File: src/rtl/memsplit_copier_if.sv
// Split request/response memory bus between the copier (master) and a
// memory slave. A request is accepted in any cycle with bus_req_o=1 and
// bus_ack_i=1. A read returns its data later, in a cycle with bus_resp_i=1.
//
// Signals (named from the copier's point of view):
//   bus_req_o    request valid
//   bus_we_o     1 = write, 0 = read
//   bus_addr_bo  word-aligned byte address
//   bus_be_bo    byte enables (always all ones)
//   bus_wdata_bo write data
//   bus_ack_i    request accepted by the slave
//   bus_resp_i   read response valid
//   bus_rdata_bi read response data
interface memsplit_copier_if;
  logic        bus_req_o;
  logic        bus_we_o;
  logic [31:0] bus_addr_bo;
  logic [3:0]  bus_be_bo;
  logic [31:0] bus_wdata_bo;
  logic        bus_ack_i;
  logic        bus_resp_i;
  logic [31:0] bus_rdata_bi;

  modport master (
    output bus_req_o,
    output bus_we_o,
    output bus_addr_bo,
    output bus_be_bo,
    output bus_wdata_bo,
    input  bus_ack_i,
    input  bus_resp_i,
    input  bus_rdata_bi
  );

  modport slave (
    input  bus_req_o,
    input  bus_we_o,
    input  bus_addr_bo,
    input  bus_be_bo,
    input  bus_wdata_bo,
    output bus_ack_i,
    output bus_resp_i,
    output bus_rdata_bi
  );
endinterface

File: src/rtl/memsplit_copier.sv
// Word copier on a split request/response bus. A start request in IDLE
// captures a source address, a destination address and a word count. The
// block then copies one word at a time: it reads the source word, waits for
// the read response, and writes that word to the destination.
//
// Ports:
//   clk_i        clock, rising edge
//   rst_ni       asynchronous active-low reset
//   start_i      one-cycle copy request, only looked at in IDLE
//   src_addr_bi  source byte address
//   dst_addr_bi  destination byte address
//   len_bi       number of 32-bit words to copy
//   busy_o       copy in progress; low in the done cycle
//   done_o       one-cycle end-of-copy pulse; an aborted copy also pulses it
//   err_o        sticky read-response timeout; the next accepted start clears it
//   bus          master side of memsplit_copier_if
module memsplit_copier #(
  parameter int unsigned RESP_TIMEOUT = 100,
  parameter int unsigned LEN_WIDTH    = 16
) (
  input  logic                 clk_i,
  input  logic                 rst_ni,
  input  logic                 start_i,
  input  logic [31:0]          src_addr_bi,
  input  logic [31:0]          dst_addr_bi,
  input  logic [LEN_WIDTH-1:0] len_bi,
  output logic                 busy_o,
  output logic                 done_o,
  output logic                 err_o,
  memsplit_copier_if.master    bus
);

  localparam int unsigned      TMO_W    = (RESP_TIMEOUT > 1) ? $clog2(RESP_TIMEOUT) : 1;
  localparam logic [TMO_W-1:0] TMO_LAST = TMO_W'(RESP_TIMEOUT - 1);

  typedef enum logic [2:0] {
    IDLE,
    RD_REQ,
    RD_WAIT,
    WR_REQ,
    FIN
  } state_t;

  state_t               state;
  logic [31:0]          src_q;
  logic [31:0]          dst_q;
  logic [31:0]          src_next;
  logic [31:0]          dst_next;
  logic [LEN_WIDTH-1:0] remaining;
  logic [TMO_W-1:0]     tmo_cnt;

  // Addresses advance modulo 2^32; the two low address bits are dropped
  // whenever an address is put on the bus.
  always_comb begin
    src_next = src_q + 32'd4;
    dst_next = dst_q + 32'd4;
  end

  // Every bus output is a register loaded only on state transitions. The
  // request fields therefore stay constant while the slave stalls, and no
  // path runs from ack/resp to bus_req_o within a cycle.
  always_ff @(posedge clk_i or negedge rst_ni) begin
    if (!rst_ni) begin
      state            <= IDLE;
      src_q            <= '0;
      dst_q            <= '0;
      remaining        <= '0;
      tmo_cnt          <= '0;
      busy_o           <= 1'b0;
      done_o           <= 1'b0;
      err_o            <= 1'b0;
      bus.bus_req_o    <= 1'b0;
      bus.bus_we_o     <= 1'b0;
      bus.bus_addr_bo  <= '0;
      bus.bus_be_bo    <= '0;
      bus.bus_wdata_bo <= '0;
    end else begin
      done_o <= 1'b0;
      unique case (state)
        IDLE: begin
          if (start_i) begin
            src_q     <= src_addr_bi;
            dst_q     <= dst_addr_bi;
            remaining <= len_bi;
            err_o     <= 1'b0;
            if (len_bi != '0) begin
              state           <= RD_REQ;
              busy_o          <= 1'b1;
              bus.bus_req_o   <= 1'b1;
              bus.bus_we_o    <= 1'b0;
              bus.bus_addr_bo <= {src_addr_bi[31:2], 2'b00};
              bus.bus_be_bo   <= 4'hF;
            end else begin
              // Zero-length copy: report completion and skip the bus.
              state  <= FIN;
              done_o <= 1'b1;
            end
          end
        end

        RD_REQ: begin
          if (bus.bus_ack_i) begin
            bus.bus_req_o <= 1'b0;
            tmo_cnt       <= '0;
            state         <= RD_WAIT;
          end
        end

        RD_WAIT: begin
          // RD_WAIT lasts at most RESP_TIMEOUT cycles. A response in the
          // last of those cycles is still taken.
          if (bus.bus_resp_i) begin
            bus.bus_wdata_bo <= bus.bus_rdata_bi;
            bus.bus_req_o    <= 1'b1;
            bus.bus_we_o     <= 1'b1;
            bus.bus_addr_bo  <= {dst_q[31:2], 2'b00};
            state            <= WR_REQ;
          end else if (tmo_cnt == TMO_LAST) begin
            err_o  <= 1'b1;
            busy_o <= 1'b0;
            done_o <= 1'b1;
            state  <= FIN;
          end else begin
            tmo_cnt <= tmo_cnt + TMO_W'(1);
          end
        end

        WR_REQ: begin
          if (bus.bus_ack_i) begin
            bus.bus_req_o <= 1'b0;
            bus.bus_we_o  <= 1'b0;
            src_q         <= src_next;
            dst_q         <= dst_next;
            remaining     <= remaining - LEN_WIDTH'(1);
            if (remaining == LEN_WIDTH'(1)) begin
              busy_o <= 1'b0;
              done_o <= 1'b1;
              state  <= FIN;
            end else begin
              bus.bus_req_o   <= 1'b1;
              bus.bus_addr_bo <= {src_next[31:2], 2'b00};
              state           <= RD_REQ;
            end
          end
        end

        FIN: begin
          state <= IDLE;
        end

        default: begin
          state <= IDLE;
        end
      endcase
    end
  end

endmodule

File: src/flat_wrapper.sv
// flat-port wrapper written by rule: the top's interface ports become plain ports
module memsplit_copier_flat 
#(
  parameter int unsigned RESP_TIMEOUT = 100,
  parameter int unsigned LEN_WIDTH    = 16
)
  (clk_i, rst_ni, start_i, src_addr_bi, dst_addr_bi, len_bi, busy_o, done_o, err_o, bus_bus_req_o, bus_bus_we_o, bus_bus_addr_bo, bus_bus_be_bo, bus_bus_wdata_bo, bus_bus_ack_i, bus_bus_resp_i, bus_bus_rdata_bi);
  memsplit_copier_if bus_i ();
  input  logic clk_i;
  input  logic rst_ni;
  input  logic start_i;
  input  logic [31:0] src_addr_bi;
  input  logic [31:0] dst_addr_bi;
  input  logic [LEN_WIDTH-1:0] len_bi;
  output logic busy_o;
  output logic done_o;
  output logic err_o;
  output wire logic [$bits(bus_i.bus_req_o)-1:0] bus_bus_req_o;
  output wire logic [$bits(bus_i.bus_we_o)-1:0] bus_bus_we_o;
  output wire logic [$bits(bus_i.bus_addr_bo)-1:0] bus_bus_addr_bo;
  output wire logic [$bits(bus_i.bus_be_bo)-1:0] bus_bus_be_bo;
  output wire logic [$bits(bus_i.bus_wdata_bo)-1:0] bus_bus_wdata_bo;
  input wire logic [$bits(bus_i.bus_ack_i)-1:0] bus_bus_ack_i;
  input wire logic [$bits(bus_i.bus_resp_i)-1:0] bus_bus_resp_i;
  input wire logic [$bits(bus_i.bus_rdata_bi)-1:0] bus_bus_rdata_bi;
  assign bus_bus_req_o = bus_i.bus_req_o;
  assign bus_bus_we_o = bus_i.bus_we_o;
  assign bus_bus_addr_bo = bus_i.bus_addr_bo;
  assign bus_bus_be_bo = bus_i.bus_be_bo;
  assign bus_bus_wdata_bo = bus_i.bus_wdata_bo;
  assign bus_i.bus_ack_i = bus_bus_ack_i;
  assign bus_i.bus_resp_i = bus_bus_resp_i;
  assign bus_i.bus_rdata_bi = bus_bus_rdata_bi;
  memsplit_copier #(.RESP_TIMEOUT(RESP_TIMEOUT), .LEN_WIDTH(LEN_WIDTH)) u_core (.clk_i(clk_i), .rst_ni(rst_ni), .start_i(start_i), .src_addr_bi(src_addr_bi), .dst_addr_bi(dst_addr_bi), .len_bi(len_bi), .busy_o(busy_o), .done_o(done_o), .err_o(err_o), .bus(bus_i));
endmodule
File: config.mk
export PLATFORM = sky130hd
export DESIGN_NAME = memsplit_copier_flat
export DESIGN_NICKNAME = d
export VERILOG_FILES = /design/src/rtl/memsplit_copier_if.sv /design/src/rtl/memsplit_copier.sv /design/src/flat_wrapper.sv
export SDC_FILE = /design/constraint.sdc
export NUM_CORES = 1
export LEC_CHECK = 0
export ABC_AREA = 1
export ABC_CLOCK_PERIOD_IN_PS = 3120
export BUFFER_PORTS_ARGS = -buffer_cell sky130_fd_sc_hd__buf_4
export CELL_PAD_IN_SITES_DETAIL_PLACEMENT = 0
export CELL_PAD_IN_SITES_GLOBAL_PLACEMENT = 2
export CORE_ASPECT_RATIO = 2
export CORE_MARGIN = 3
export CORE_UTILIZATION = 33
export CTS_CLUSTER_SIZE = 14
export DETAILED_ROUTE_END_ITERATION = 10
export GPL_TIMING_DRIVEN = 1
export PLACE_DENSITY = 0.95
export SLEW_MARGIN = 25
export SYNTH_ARGS = -nofsm -noshare
export SYNTH_HDL_FRONTEND = slang
export SYNTH_SLANG_ARGS = --single-unit
File: constraint.sdc
create_clock -name clk_i -period 3.12 [get_ports clk_i]
set_clock_uncertainty 0.2 [all_clocks]
set_input_delay 0.624 -clock clk_i [delete_from_list [all_inputs] [get_ports clk_i]]
set_output_delay 0.624 -clock clk_i [all_outputs]
set_load 0.005 [all_outputs]
==> flow_summary_export.csv, run 1 <==
group,metric,value,unit
global_route,grt.met1_usage,22.1,%
route,drc_errors,0,
clock_network,htreeDepth,4,
timing,slew-limit-headroom,56.2,%
timing,finalCriticalPeriod,2.51,ns
job,maxCapViolations,0,
route,final_antenna_net_count,0,
global_route,grt_pass1_vias,9187,
worst_setup_path,reg2reg_to,"u_core.bus.bus_addr_bo[6]$_DFFE_PN0P_",
finish,final_area,11500,um^2
place,pre_cts_ws,0.494,ns
global_route,track_usage,21.3,%
finish,final_cell_mix,"nand2_1 (410), buf_4 (196), nor2_1 (171)",
clock_network,clock_path_buffers,2,
finish,drive_gt1_share,19.1,%
synthesis,yosys.area_share.simple,32.7,%
floorplanning,fp.dieH,241,um
power_and_ir_drop,power.leakage,5.55,nW
synthesis,synth_warnings,0,
worst_setup_path,r2r.worst_path.cells,8,
synthesis,synth_area_leaders,"dfrtp_1 (42%), nand2_1 (17%), nor2_1 (7.1%)",
synthesis,ys_types,37,
worst_setup_path,crit_required,3.23,ns
clock_network,cts_setup_buffers,0,
power_and_ir_drop,ir_drop,0.574,mV
timing,max_freq,0.398,GHz
worst_hold_path,hold_depth,2,
worst_hold_path,holdPathEnd,"u_core.bus.bus_wdata_bo[26]$_DFFE_PN0P_",
timing,finalHoldViolations,0,
power_and_ir_drop,p_per_area,1080,nW/um^2
synthesis,muxShareOfSynthArea,3.94,%
global_route,use_met3,3.11,%
synthesis,yosysTopAreaCellShare,42.1,%
place,place_congestion,0.883,
place,port_buffers,183,
synthesis,synth_compound_area_share,12.3,%
worst_setup_path,critPathKind,"reg -> reg",
worst_setup_path,rrSetupSlack,0.61,ns
route,wl_per_cell,17.5,um
finish,diodes,0,
worst_setup_path,cp-end-kind,"flip-flop",
floorplanning,die-area,29900,um^2
global_route,grt_pass1_wl,48300,um
clock_network,cts_tree,"yes",
global_route,gr-total-overflow,0,
clock_network,cts-root-buf,"clkbuf_16",
route,routed_wl,31800,um
synthesis,ys_seq_area_share,42.1,%
floorplanning,io_pins,190,
run_status,status,"complete, no violations",
timing,rsz0062_at_grt,"false",
timing,drv_slew,0,
global_route,antenna_found_initial,0,
clock_network,clk-insertion-delay-late,0.44,ns
synthesis,yosys.area_share.adder,0.684,%
worst_setup_path,timing.rr.start,"u_core.state[0]$_DFFE_PN0P_",
timing,setup_violations,0,
worst_setup_path,crit_fanout,108,
floorplanning,coreArea,27100,um^2
finish,nets,1579,
clock_network,clk_pin_slew,0.07,ns
route,drtPass1Iterations,7,
route,drtIter0Drc,539,
timing,tns,0,ns
synthesis,synth.cell_area,9150,um^2
route,via_per_inst,5.01,
worst_hold_path,min_path_type,"in -> reg",
floorplanning,chipWidth,124,um
timing,setup_ws,0.606,ns
floorplanning,initial_utilization,33.7,%
synthesis,synth_seq_cells,154,
finish,final_common_cell,"nand2_1",
global_route,grt_util_met2,40.1,%
route,vias,9101,
synthesis,yosysTopAreaCell,"dfrtp_1",
timing,worst_pin_slew,0.657,ns
worst_setup_path,crit_arrival,2.62,ns
place,hpwl,24100,um
clock_network,clock-sinks,154,
clock_network,cts_made_buffers,17,
global_route,top_usage_layer,"met2",
synthesis,synthXorXnorAreaFrac,1.05,%
finish,final_core_util,42.3,%
timing,post-route-period-util,80.6,%
synthesis,netlist_instances,1290,
worst_setup_path,cp-start-kind,"flip-flop",
global_route,grt_max_degree,109,
finish,area_delta_synth_final,25.3,%
synthesis,synth_top_family_by_area,"simple AND/OR/NAND/NOR gates",
floorplanning,placementRows,85,
place,dpl-instance-area,10900,um^2
synthesis,syn-mean-instance-area,7.09,um^2
worst_hold_path,min_from,"bus_bus_rdata_bi[26]",
==> worst max path at each step <==
stage | startpoint | end | depth (start not counted)
2_1_floorplan | u_core.dst_q[2]$_DFFE_PN0P_ | u_core.dst_q[20]$_DFFE_PN0P_ | 10
3_3_place_gp | len_bi[2] | u_core.bus.bus_addr_bo[10]$_DFFE_PN0P_ | 9
3_5_place_dp | len_bi[3] | u_core.bus.bus_addr_bo[6]$_DFFE_PN0P_ | 9
4_1_cts | u_core.state[0]$_DFFE_PN0P_ | u_core.bus.bus_addr_bo[6]$_DFFE_PN0P_ | 8
5_1_grt | u_core.state[0]$_DFFE_PN0P_ | u_core.bus.bus_addr_bo[2]$_DFFE_PN0P_ | 8
6_report | u_core.state[0]$_DFFE_PN0P_ | u_core.bus.bus_addr_bo[6]$_DFFE_PN0P_ | 8
==> routing by layer <==
metal	part of all wire, %	routed length (um)
met5	0	0
met3	3.0	970
met2	56	17800
met1	36	11400
met4	5.0	1600
==> state kept, by name (all words and copies together), names as in the netlist, 3 cells and up <==
register,cells
u_core.bus.bus_wdata_bo,32
u_core.bus.bus_addr_bo,30
u_core.dst_q,30
u_core.src_q,30
u_core.remaining,16
u_core.tmo_cnt,7
u_core.state,3
==> critical path: stages (launching register included) <==
cell and delay, ns:
dfrtp_1 0.57, nand2_1 0.16, nor2_4 0.18, buf_12 0.38, nand2_1 0.17, nand2_1 0.15
nand2_4 0.25, nand2_1 0.13, o21ai_0 0.08
==> report_power, final <==
part / internal [mW] / switching (mW)
Sequential: 3.01 / 0.900
Clock: 1.07 / 0.956
Combinational: 2.45 / 3.98
==> timing repair <==
item | 4_1_cts | 5_1_grt
hold buffers | 1 | 0
endpoints found under the hold margin | 19 | 0
gates resized for setup | 0 | 0
==> synthesized netlist by cell type <==
cell	instances
a22oi_1	30
o21ai_0	64
inv_1	98
a22o_1	1
dfrtp_1	154
buf_1	3
and2_1	1
o211ai_1	6
nand3_2	1
o21ai_1	7
o31ai_1	2
nand2_2	3
nand3b_1	5
or2_1	1
xor2_1	11
inv_2	4
mux2_2	32
buf_4	5
nand3_1	94
nor3_1	29
nor2_1	173
o21a_1	3
nor2_8	1
nand2_1	410
a31oi_1	6
o22a_1	1
ha_1	5
clkbuf_1	21
buf_6	3
nand2_4	1
o221ai_1	1
o22ai_1	6
nand4_1	9
a21oi_1	72
or2_2	3
buf_2	23
conb_1	1
==> layout make-up <==
cell class | instances | area, um^2
clock inverters | 14 | 128
clock buffers | 18 | 439
repair buffers | 202 | 1570
flip-flops and latches | 154 | 3850
well taps | 348 | 435
fillers | 2853 | 15700
inverters | 102 | 383
multi-input cells | 980 | 4650
==> metrics by stage <==
| stage | hold WS [ns] | total power [mW] | cells |
|---|---|---|---|
| 2_1_floorplan | 0.128 | 7.97 | 1291 |
| 3_3_place_gp | 0.262 | 10.3 | 1785 |
| 3_5_place_dp | 0.260 | 10.4 | 1785 |
| 4_1_cts | 0.185 | 12.5 | 1818 |
| 5_1_grt | 0.188 | 13.5 | 1818 |
| 6_report | 0.204 | 12.4 | 1818 |
==> cell families after synthesis <==
| group | count (synthesis) |
|---|---|
| and+or+nand+nor | 731 |
| other | 1 |
| xor gates and xnor gates | 11 |
| buffers and inverters | 157 |
| DFF | 154 |
| adders and majority gates | 5 |
| AOI/OAI and AO/OA | 199 |
| muxes | 32 |
No activity file was read; power rests on OpenSTA's default activity.
==> run 2: changes to the inputs <==
ABC_AREA = 0   (was 1)
ABC_CLOCK_PERIOD_IN_PS = 2000   (was 3120)
CORE_UTILIZATION = 29   (was 33)
PLACE_DENSITY = 0.87   (was 0.95)
clock period = 2 ns   (was 3.12 ns; I/O delays follow)
==> run 2 against run 1 <==
The flow now finishes with violations (setup timing). Die area increased by 8.5%. Sequential power grew 46%. Critical path depth down 2. Final cell count up 1.1%. Total power up 87%. Combinational power increased by 120%. Core utilization rose by 8.4 points. Maximum frequency increased by 4.7%. Sequential cell count stayed put.
==> flow_summary_export.csv, run 2 <==
group,metric,value,unit
clock_network,cts-root-buf,"clkbuf_16",
worst_setup_path,crit_buf_inv,1,
worst_setup_path,crit_required,2.13,ns
route,via_per_inst,5.31,
worst_hold_path,min_path_type,"in -> reg",
global_route,track_usage,19.9,%
synthesis,synth_area_leaders,"dfrtp_1 (44%), a21oi_1 (7.3%), o21ai_0 (5.3%)",
finish,final_cell_mix,"buf_4 (368), dfrtp_1 (149), a21oi_1 (101)",
timing,max_freq,0.417,GHz
global_route,grt_util_met2,37.4,%
route,drtPass1Iterations,5,
timing,post-route-period-util,120,%
global_route,antenna_found_initial,1,
route,wl_per_cell,19.9,um
worst_setup_path,r2r.worst_path.cells,6,
worst_setup_path,path_cells,"or3_4 > or4_4 > nor4_4 > or3_4 > buf_12 > mux2_2",
finish,largest_reg_flops,32,
floorplanning,placementRows,89,
finish,drive_gt1_share,47.3,%
global_route,gr-total-overflow,0,
synthesis,syn-mean-instance-area,8.57,um^2
synthesis,synth_common_cells,"dfrtp_1 (154), a21oi_1 (128), nand2_1 (111)",
clock_network,cts_made_buffers,17,
finish,final_area,15000,um^2
synthesis,synth_seq_cells,154,
power_and_ir_drop,ir_drop,0.824,mV
route,drc_errors,0,
worst_hold_path,holdPathEnd,"u_core.dst_q[6]$_DFFE_PN0P_",
clock_network,clock-sinks,154,
global_route,grt_pass1_vias,9554,
floorplanning,initial_utilization,29.5,%
timing,setup_ws,-0.401,ns
floorplanning,coreArea,29600,um^2
synthesis,synth.cell_area,8750,um^2
place,hpwl,22900,um
place,port_buffers,183,
floorplanning,io_pins,190,
finish,area_delta_synth_final,71.6,%
worst_setup_path,crit_arrival,2.53,ns
synthesis,ys_types,64,
route,routed_wl,36600,um
route,drtIter0Drc,577,
worst_setup_path,timing.rr.start,"u_core.remaining[6]$_DFFE_PN0P_",
global_route,grt_pass1_wl,50600,um
worst_setup_path,critPathMaxStageDelay,0.45,ns
timing,drv_slew,0,
global_route,use_met3,3.11,%
worst_setup_path,reg2reg_to,"u_core.bus.bus_addr_bo[17]$_DFFE_PN0P_",
synthesis,synth.most_common_cell,"dfrtp_1",
finish,final_common_cell,"buf_4",
synthesis,synth-async-reset-ratio,100,%
worst_setup_path,cp-end-kind,"flip-flop",
synthesis,synth-edff-count,0,
worst_setup_path,rrSetupSlack,-0.40,ns
route,final_antenna_net_count,0,
synthesis,yosysTopAreaCell,"dfrtp_1",
run_status,status,"finished with violations",
finish,regMostFlops,"u_core.bus.bus_wdata_bo",
power_and_ir_drop,p_per_area,1540,nW/um^2
timing,finalHoldViolations,0,
clock_network,clk-insertion-delay-late,0.45,ns
worst_hold_path,min_from,"dst_addr_bi[6]",
worst_setup_path,path_delay_family,"simple AND/OR/NAND/NOR gates",
worst_setup_path,critPathKind,"reg -> reg",
place,place_congestion,0.910,
floorplanning,chipWidth,129,um
global_route,top_usage_layer,"met2",
global_route,grt.met1_usage,21.9,%
synthesis,synth_warnings,0,
worst_hold_path,hold_depth,3,
timing,rsz0062_at_grt,"true",
power_and_ir_drop,power.leakage,6.68,nW
power_and_ir_drop,total_power,23.1,mW
floorplanning,die-area,32400,um^2
synthesis,synth-main-ff-cell,"dfrtp_1",
clock_network,clk_pin_slew,0.07,ns
synthesis,netlist_instances,1021,
global_route,grt_max_degree,45,
worst_setup_path,crit_fanout,7,
clock_network,htreeDepth,4,
job,maxCapViolations,0,
worst_setup_path,crit_top_cell,"or3_4",
clock_network,cts_tree,"yes",
worst_setup_path,cp_slowest_cell,"or4_4",
clock_network,clock_path_buffers,2,
timing,finalCriticalPeriod,2.40,ns
floorplanning,fp.dieH,252,um
timing,setup_violations,84,
synthesis,yosysTopAreaCellShare,44.0,%
worst_setup_path,cp-start-kind,"flip-flop",
run_status,failed_checks,"setup timing",
synthesis,ys_seq_area_share,44.0,%
route,vias,9760,
finish,nets,1582,
place,dpl-instance-area,12100,um^2
[run 2: changes by cell type after synthesis, moves of 14 or more]
cell | before | now
and3_1 | 0 | 17
a22oi_1 | 30 | 16
o21ai_0 | 64 | 93
buf_2 | 23 | 6
o22ai_1 | 6 | 27
inv_1 | 98 | 25
nand2_1 | 410 | 111
a21oi_1 | 72 | 128
nor2_1 | 173 | 90
xnor2_1 | 0 | 20
nand3_1 | 94 | 36
clkbuf_1 | 21 | 53
[run 2: worst max-delay path by stage]
stage	from	slack [ns]	cells past startpoint	to
5_1_grt	u_core.remaining[6]$_DFFE_PN0P_	-0.45	8	u_core.bus.bus_addr_bo[21]$_DFFE_PN0P_
3_5_place_dp	start_i	-0.51	8	u_core.bus.bus_addr_bo[30]$_DFFE_PN0P_
3_3_place_gp	start_i	-0.47	8	u_core.bus.bus_addr_bo[30]$_DFFE_PN0P_
4_1_cts	u_core.remaining[6]$_DFFE_PN0P_	-0.39	8	u_core.bus.bus_addr_bo[15]$_DFFE_PN0P_
2_1_floorplan	u_core.remaining[5]$_DFFE_PN0P_	-0.36	7	u_core.bus.bus_addr_bo[17]$_DFFE_PN0P_
6_report	u_core.remaining[6]$_DFFE_PN0P_	-0.40	6	u_core.bus.bus_addr_bo[17]$_DFFE_PN0P_
[run 2: kinds of logic (layout without fill, tap and decap cells)]
logic type,count (synthesis),count (layout),synth area share (%)
AOI/OAI and AO/OA,338,338,22.6
xor gates and xnor gates,32,32,3.20
adders and majority gates,5,5,0.715
buffers and inverters,100,550,4.88
DFF,154,154,44.0
muxes,37,37,4.72
other,1,3,0.0429
and+or+nand+nor,354,355,19.8
[run 2: what timing repair did]
item / in CTS / in global routing
setup buffers: 13 / 34
hold buffers: 34 / 0
hold endpoints to repair: 65 / 0
pin swaps: 17 / 78
resized for setup: 71 / 214
cloned: 6 / 22
endpoints found under the setup margin: 112 / 109
[run 2: through the flow]
stage	worst slack, ns	instances	setup TNS, ns	utilization, %	hold WS [ns]
final	-0.401	1838	-13.52	50.7	0.0182
after global routing	-0.448	1838	-19.99	50.7	0.0229
after CTS	-0.391	1786	-10.91	45.9	0.0108
after detailed placement	-0.509	1701	-15.39	40.9	0.154
after global placement	-0.470	1701	-14.02	40.9	0.147
after floorplan	-0.365	1022	-7.04	-	-0.0956
[run 2: worst min-delay path: stages]
cell	delay, ns
buf_4	0.08
a21oi_1	0.05
o22ai_1	0.09
[run 2: routing by layer]
layer  routed length (um)  part of all wire (%)
met5                    0                     0
met4                 1830                   5.0
met3                 1720                   4.7
met2                19700                    54
met1                13400                    37
[run 2: layout make-up]
| class | count | area [um^2] |
|---|---|---|
| sequential | 154 | 3860 |
| inverter | 25 | 93.8 |
| clock inverter | 14 | 160 |
| fill | 2714 | 14600 |
| multi-input combinational | 769 | 5390 |
| timing repair buffer | 493 | 4620 |
| tap | 364 | 455 |
| antenna | 1 | 2.50 |
| clock buffer | 18 | 429 |
[run 2: report_power, final]
group	switching (mW)	total (mW)	internal, mW
logic	6.85	14.1	7.22
registers	1.10	5.72	4.62
clock network	1.49	3.36	1.87
